## src/rtl/cpu_bus_responder_if.sv

```systemverilog
// rtl/cpu_bus_responder_if.sv - CPU bus and PSRAM handshake signals of the bus responder
interface cpu_bus_responder_if;
   logic [15:0] addr;
   logic        we;
   logic [7:0]  cpu_do;
   logic [7:0]  cpu_di;
   logic        rdy;
   logic        mem_req;
   logic        mem_we;
   logic [15:0] mem_addr;
   logic [7:0]  mem_wdata;
   logic        mem_ack;
   logic [7:0]  mem_rdata;

   // The responder's view: answers the CPU and drives memCtrl.
   modport slave (
      input  addr, we, cpu_do, mem_ack, mem_rdata,
      output cpu_di, rdy, mem_req, mem_we, mem_addr, mem_wdata
   );

   // The environment's view: the CPU plus memCtrl.
   modport master (
      output addr, we, cpu_do, mem_ack, mem_rdata,
      input  cpu_di, rdy, mem_req, mem_we, mem_addr, mem_wdata
   );
endinterface

```

## src/rtl/cpu_bus_responder.sv

```systemverilog
// rtl/cpu_bus_responder.sv - 6502 bus slave: vectors, boot ROM, VIC colours, PSRAM with stall and timeout
module cpu_bus_responder #(
   parameter logic [15:0]            RESET_VECTOR = 16'hE000,
   parameter logic [15:0]            NMI_VECTOR   = 16'hE000,
   parameter logic [15:0]            IRQ_VECTOR   = 16'hE000,
   parameter logic [15:0]            ROM_BASE     = 16'hE000,
   parameter int                     ROM_BYTES    = 256,
   parameter logic [8*ROM_BYTES-1:0] ROM_IMAGE    = '0,
   parameter int                     MEM_TIMEOUT  = 255
) (
   input  logic              clkPhi0,
   input  logic              reset,
   cpu_bus_responder_if.slave bus,
   output logic [3:0]        border_color,
   output logic [3:0]        bg_color,
   output logic              bus_error
);

   localparam int          ROM_AW       = (ROM_BYTES > 1) ? $clog2(ROM_BYTES) : 1;
   localparam logic [7:0]  TIMEOUT_LAST = 8'(MEM_TIMEOUT);
   localparam logic [15:0] VIC_BORDER   = 16'hD020;
   localparam logic [15:0] VIC_BG       = 16'hD021;

   typedef enum logic [1:0] {IDLE, WAIT, DONE} state_t;

   state_t      state_q, state_d;
   logic [7:0]  cpu_di_q, cpu_di_d;
   logic        mem_req_q, mem_req_d;
   logic        mem_we_q, mem_we_d;
   logic [15:0] mem_addr_q, mem_addr_d;
   logic [7:0]  mem_wdata_q, mem_wdata_d;
   logic [7:0]  count_q, count_d;
   logic [7:0]  count_next;
   logic        bus_error_q, bus_error_d;
   logic [3:0]  border_q, border_d;
   logic [3:0]  bg_q, bg_d;

   logic              is_vec, is_rom, is_vic, is_ext;
   logic [16:0]       rom_off;
   logic [ROM_AW-1:0] rom_idx;
   logic [7:0]        int_data;

   // Addresses below ROM_BASE wrap to a large offset and fall outside the ROM window.
   assign rom_off = {1'b0, bus.addr} - {1'b0, ROM_BASE};
   assign rom_idx = rom_off[ROM_AW-1:0];
   assign is_vec  = (bus.addr >= 16'hFFFA);
   assign is_rom  = !is_vec && (rom_off < 17'(ROM_BYTES));
   assign is_vic  = !is_vec && !is_rom && (bus.addr[15:10] == 6'b110100);
   assign is_ext  = !(is_vec || is_rom || is_vic);

   always_comb begin
      int_data = 8'hFF;
      if (is_vec) begin
         case (bus.addr[2:0])
            3'b010:  int_data = NMI_VECTOR[7:0];
            3'b011:  int_data = NMI_VECTOR[15:8];
            3'b100:  int_data = RESET_VECTOR[7:0];
            3'b101:  int_data = RESET_VECTOR[15:8];
            3'b110:  int_data = IRQ_VECTOR[7:0];
            3'b111:  int_data = IRQ_VECTOR[15:8];
            default: int_data = 8'hFF;
         endcase
      end else if (is_rom) begin
         int_data = ROM_IMAGE[{rom_idx, 3'b000} +: 8];
      end else if (is_vic) begin
         if (bus.addr == VIC_BORDER)
            int_data = {4'hF, border_q};
         else if (bus.addr == VIC_BG)
            int_data = {4'hF, bg_q};
      end
   end

   assign count_next = count_q + 8'd1;

   always_comb begin
      state_d     = state_q;
      cpu_di_d    = cpu_di_q;
      mem_req_d   = 1'b0;
      mem_we_d    = mem_we_q;
      mem_addr_d  = mem_addr_q;
      mem_wdata_d = mem_wdata_q;
      count_d     = count_q;
      bus_error_d = bus_error_q;
      border_d    = border_q;
      bg_d        = bg_q;

      case (state_q)
         WAIT: begin
            if (bus.mem_ack) begin
               if (!mem_we_q)
                  cpu_di_d = bus.mem_rdata;
               state_d = DONE;
            end else if (count_next == TIMEOUT_LAST) begin
               cpu_di_d    = 8'hFF;
               bus_error_d = 1'b1;
               state_d     = DONE;
            end else begin
               count_d = count_next;
            end
         end
         default: begin
            // DONE still serves internal addresses but never starts a new PSRAM access.
            if (state_q == IDLE && is_ext) begin
               mem_req_d   = 1'b1;
               mem_we_d    = bus.we;
               mem_addr_d  = bus.addr;
               mem_wdata_d = bus.cpu_do;
               count_d     = 8'd0;
               state_d     = WAIT;
            end else begin
               if (state_q == DONE)
                  state_d = IDLE;
               if (!is_ext) begin
                  if (bus.we) begin
                     if (bus.addr == VIC_BORDER)
                        border_d = bus.cpu_do[3:0];
                     else if (bus.addr == VIC_BG)
                        bg_d = bus.cpu_do[3:0];
                  end else begin
                     cpu_di_d = int_data;
                  end
               end
            end
         end
      endcase
   end

   always_ff @(posedge clkPhi0 or negedge reset) begin
      if (!reset) begin
         state_q     <= IDLE;
         cpu_di_q    <= 8'hFF;
         mem_req_q   <= 1'b0;
         mem_we_q    <= 1'b0;
         mem_addr_q  <= 16'h0000;
         mem_wdata_q <= 8'h00;
         count_q     <= 8'd0;
         bus_error_q <= 1'b0;
         border_q    <= 4'hE;
         bg_q        <= 4'h6;
      end else begin
         state_q     <= state_d;
         cpu_di_q    <= cpu_di_d;
         mem_req_q   <= mem_req_d;
         mem_we_q    <= mem_we_d;
         mem_addr_q  <= mem_addr_d;
         mem_wdata_q <= mem_wdata_d;
         count_q     <= count_d;
         bus_error_q <= bus_error_d;
         border_q    <= border_d;
         bg_q        <= bg_d;
      end
   end

   assign bus.rdy       = !((state_q == IDLE && is_ext) || state_q == WAIT);
   assign bus.cpu_di    = cpu_di_q;
   assign bus.mem_req   = mem_req_q;
   assign bus.mem_we    = mem_we_q;
   assign bus.mem_addr  = mem_addr_q;
   assign bus.mem_wdata = mem_wdata_q;
   assign border_color  = border_q;
   assign bg_color      = bg_q;
   assign bus_error     = bus_error_q;

endmodule
```

## src/flat_wrapper.sv

```systemverilog
// flat-port wrapper written by rule: the top's interface ports become plain ports
module cpu_bus_responder_flat 
#(
   parameter logic [15:0]            RESET_VECTOR = 16'hE000,
   parameter logic [15:0]            NMI_VECTOR   = 16'hE000,
   parameter logic [15:0]            IRQ_VECTOR   = 16'hE000,
   parameter logic [15:0]            ROM_BASE     = 16'hE000,
   parameter int                     ROM_BYTES    = 256,
   parameter logic [8*ROM_BYTES-1:0] ROM_IMAGE    = '0,
   parameter int                     MEM_TIMEOUT  = 255
)
  (clkPhi0, reset, border_color, bg_color, bus_error, bus_addr, bus_we, bus_cpu_do, bus_mem_ack, bus_mem_rdata, bus_cpu_di, bus_rdy, bus_mem_req, bus_mem_we, bus_mem_addr, bus_mem_wdata);
  cpu_bus_responder_if bus_i ();
  input  logic clkPhi0;
  input  logic reset;
  output logic [3:0] border_color;
  output logic [3:0] bg_color;
  output logic bus_error;
  input wire logic [$bits(bus_i.addr)-1:0] bus_addr;
  input wire logic [$bits(bus_i.we)-1:0] bus_we;
  input wire logic [$bits(bus_i.cpu_do)-1:0] bus_cpu_do;
  input wire logic [$bits(bus_i.mem_ack)-1:0] bus_mem_ack;
  input wire logic [$bits(bus_i.mem_rdata)-1:0] bus_mem_rdata;
  output wire logic [$bits(bus_i.cpu_di)-1:0] bus_cpu_di;
  output wire logic [$bits(bus_i.rdy)-1:0] bus_rdy;
  output wire logic [$bits(bus_i.mem_req)-1:0] bus_mem_req;
  output wire logic [$bits(bus_i.mem_we)-1:0] bus_mem_we;
  output wire logic [$bits(bus_i.mem_addr)-1:0] bus_mem_addr;
  output wire logic [$bits(bus_i.mem_wdata)-1:0] bus_mem_wdata;
  assign bus_i.addr = bus_addr;
  assign bus_i.we = bus_we;
  assign bus_i.cpu_do = bus_cpu_do;
  assign bus_i.mem_ack = bus_mem_ack;
  assign bus_i.mem_rdata = bus_mem_rdata;
  assign bus_cpu_di = bus_i.cpu_di;
  assign bus_rdy = bus_i.rdy;
  assign bus_mem_req = bus_i.mem_req;
  assign bus_mem_we = bus_i.mem_we;
  assign bus_mem_addr = bus_i.mem_addr;
  assign bus_mem_wdata = bus_i.mem_wdata;
  cpu_bus_responder #(.RESET_VECTOR(RESET_VECTOR), .NMI_VECTOR(NMI_VECTOR), .IRQ_VECTOR(IRQ_VECTOR), .ROM_BASE(ROM_BASE), .ROM_BYTES(ROM_BYTES), .ROM_IMAGE(ROM_IMAGE), .MEM_TIMEOUT(MEM_TIMEOUT)) u_core (.clkPhi0(clkPhi0), .reset(reset), .bus(bus_i), .border_color(border_color), .bg_color(bg_color), .bus_error(bus_error));
endmodule
```

## config.mk

```make
export PLATFORM = sky130hd
export DESIGN_NAME = cpu_bus_responder_flat
export DESIGN_NICKNAME = d
export VERILOG_FILES = /design/src/rtl/cpu_bus_responder_if.sv /design/src/rtl/cpu_bus_responder.sv /design/src/flat_wrapper.sv
export SDC_FILE = /design/constraint.sdc
export NUM_CORES = 1
export LEC_CHECK = 0
export CORE_MARGIN = 3
export CORE_UTILIZATION = 51
export CTS_CLUSTER_DIAMETER = 60
export DETAILED_ROUTE_END_ITERATION = 10
export HOLD_SLACK_MARGIN = 0.02
export PLACE_DENSITY = 0.86
export SYNTH_ARGS = -nofsm -noshare
export SYNTH_HDL_FRONTEND = slang
export SYNTH_SLANG_ARGS = --single-unit
```

## constraint.sdc

```tcl
create_clock -name clkPhi0 -period 3.52 [get_ports clkPhi0]
set_input_delay 0.704 -clock clkPhi0 [delete_from_list [all_inputs] [get_ports clkPhi0]]
set_output_delay 0.704 -clock clkPhi0 [all_outputs]
set_load 0.02 [all_outputs]
```

==> results.md <==
- Outcome: finished clean
- Slew @ Worst Pin: 1.05 ns
- Post-synthesis sequential area ratio: 50.5%
- Synth Area in Simple Gates: 23.4%
- Compound-gate portion of the synthesized area: 9.33%
- Ys flop type: dfrtp_1
- Setup crit end kind: output pin
- Largest net degree at the start of global routing: 49
- RSZ-0062 raised after global routing: false
- Die ar.: 6110 sq um
- Largest family of logic cells by synthesized area: simple AND/OR/NAND/NOR gates
- Total of max-cap violations: 0
- Final setup fails: 0
- Postcts setup bufs: 0
- Syn Area/Cell: 9.99 sq um
- Fmax: 0.291 GHz
- Slowest cell on crit path: clkdlybuf4s50_1
- Worst Setup Start Kind: primary input
- Switching share of power: 39.6%
- Syn Std Cell Area: 2660 sq um
- CTS tree: built
- Critical Path RT: 2.82 ns
- Initial drt markers: 176
- DR pass1 iterations: 4
- Synth area leaders: dfrtp_1 38%, dfstp_2 13%, nand2_1 11%
- Area share of fa/ha/maj cells after synthesis: 1.88%
- Core ar.: 4880 sq um
- Worst reg-to-reg setup slack: 1.07 ns
- Async set-or-reset flop fraction in the synthesized netlist: 100%
- PostCTS Resize Cnt: 0
- Number of H-tree levels: 2
- Max-slew headroom: 29.9%
- PortBufs: 79
- Comb pwr share: 49.4%
- Fin. max-slew vios: 0
- NetSw: 1.09 mW
- Final worst path period share: 97.5%
- GRT met1 Usage: 28.3%
- Initial Utilization: 54.4%
- Crit path top cell by count: clkdlybuf4s50_1
- Hold_buf cts: 0
- Cell taking the most area after synthesis: dfrtp_1
- FP Rows: 25
- Final Skew: 0.00735 ns
- Die H: 78.2 um
- Residual DRC: 0
- Via count: 2257
- Vias/cell: 5.40
- Overflow after GRT: 0
- Met3 usage: 5.62%
- Post-Route WL: 6.54 mm
- Synth top area share: 37.7%
- Count of cell types in the netlist: 52
- Critical-path cell list: clkdlybuf4s50_1, or4_4, nor3_1, and4bb_4, nor2_1, clkdlybuf4s50_1
- Mapped Nets: 306
- Pwr/cell area: 761 nW/um^2
- Reg power frac: 35.5%
- Fin crit period: 3.43 ns
- Clk buf depth: 2
- Crit path from: bus_addr[8]
- M2 GR Usage: 37.8%
- Multiplexer share of the synthesized area: 9.09%
- Max incr delay on CP: 0.61 ns
- DP Area: 3500 sq um
- Crit path buf inv count: 2
- Antenna-violating nets left: 0
- Leakage power: 1.72 nW
- Initial antenna violation count: 0
- Wire length of the first global-routing pass: 10.8 mm
- Setup TNS: 0 ns
- VDD IR max: 0.000517 V
- Hold Crit Class: flop to flop
- DP HPWL: 4.82 mm
- Final hold violations: 0
- Design area: 3610 sq um
- P_int: 1.66 mW
- Crit Path Class: primary input to output pin
- YS warnings: 0
- GRT Resource Usage Total: 22.2%
- Clk sinks: 53
- GR peak layer: met2
- Ports: 80
- Die X: 78.2 um
- Fraction of layout cells with a size suffix above 1: 14.0%
- Yosys reg bits: 53
- CP max FO: 3
- Post-synth EDFFs: 0
- Inserted Clock Buffers: 5
- Clock Latency Late Sink: 0.30 ns
- Clock slew at reported path FFs: 0.09 ns
- Vias in the first global route: 2279
- Synth Area in XOR/XNOR: 0.659%
- Top cell family by delay on the critical path: buffers and inverters
- Nets: 390
- Hold wc startpoint: u_core.bus_error
- Cells after synthesis: 266
- GP Congestion: 0.835
- WL/cell: 15.6 um
- Data arrival time of the critical path: 2.73 ns
- Clock power share: 15.1%
- Area Growth Syn to Fin: 35.9%
- Critical R2R Launch: u_core.count_q[0]
- Root Buffer: clkbuf_8
- Number of diodes: 0
-- cells by family after synthesis --
family | after synthesis
AND/OR/NAND/NOR | 129
flip-flops | 53
AO/OA/AOI/OAI | 34
buffers and inverters | 23
multiplexers | 21
adder cells (fa/ha/maj) | 4
XOR/XNOR | 2
-- cells in the final DEF, fill, tap and decap left out, types with 2 or more instances in the layout --
cell type and count:
a21o_1 3, and3_1 2, buf_4 7, clkbuf_8 5
clkdlybuf4s50_1 78, dfrtp_1 40, dfstp_2 13, ha_1 4
inv_1 13, mux2_1 4, mux2_2 5, mux2_4 4
mux2i_1 8, nand2_1 80, nand2b_1 4, nand3_1 7
nand4_1 3, nor2_1 9, nor2b_1 2, nor3_1 4
nor4_1 3, o211ai_1 2, o21ai_0 11, o21ai_1 3
o221ai_1 4, o31ai_1 2, or3_1 2, xnor2_1 2
-- power by group through the flow --
stage,logic [mW],registers [mW],clock network (mW)
final,1.36,0.976,0.414
after global placement,1.33,0.978,0
after CTS,1.37,0.978,0.417
after detailed placement,1.36,0.984,0
after global routing,1.47,1.00,0.449
after floorplan,0.586,1.21,0
-- path summary, 6_finish.rpt --
check / end / cells past startpoint
min: u_core.bus_error / 1
min in group asynchronous: u_core.count_q[6] / 1
min reg2reg: u_core.bus_error / 1
max: bus_rdy / 6
max in group asynchronous: u_core.bus.cpu_di[1] / 2
max reg2reg: u_core.count_q[7] / 7
-- per-stage QoR --
stage	util [%]	total power, mW	hold slack, ns	setup slack [ns]	std cells
2_1_floorplan	-	1.79	0.408	0.957	266
3_3_place_gp	71.7	2.31	0.447	0.101	410
3_5_place_dp	71.7	2.35	0.447	0.0771	410
4_1_cts	74.0	2.76	0.466	0.0773	418
5_1_grt	74.0	2.93	0.497	0.00884	418
6_report	74.0	2.75	0.465	0.0881	418
-- worst reg2reg max path, stage by stage (launching register included) --
cell,delay [ns]
dfrtp_1,0.44
ha_1,0.32
nand2b_1,0.19
o21ai_0,0.15
a22oi_1,0.13
o21ai_2,0.54
mux2_2,0.41
a21o_1,0.17
-- synthesized netlist by cell type (all sizes together) (5+ instances only) --
cell,count
mux2i,8
nand2,81
nand2b,5
o21ai,15
nor2,10
nand3,8
dfrtp,40
dfstp,13
nor3,5
inv,14
mux2,13
buf,8
-- registers in the layout (all words and copies together) (netlist names) --
signal,flops
u_core.bus.mem_addr,16
u_core.bus.cpu_di,8
u_core.bus.mem_wdata,8
u_core.count_q,8
u_core.bg_color,4
u_core.border_color,4
u_core.state_q,2
u_core.bus.mem_req,1
u_core.bus.mem_we,1
u_core.bus_error,1
-- routing by layer --
metal | part of all wire, % | wire length (um)
met5 | 0 | 0
met4 | 1.2 | 76
met3 | 7.0 | 456
met2 | 50 | 3290
met1 | 41 | 2710
-- final cells by class --
cell class,instances,area (sq um)
fillers,391,1270
clock inverters,2,38.8
clock buffers,6,72.6
repair buffers,86,838
inverters,14,55.1
well taps,67,83.8
multi-input cells,190,1180
flip-flops and latches,53,1340
No activity file was read; power rests on OpenSTA's default activity.
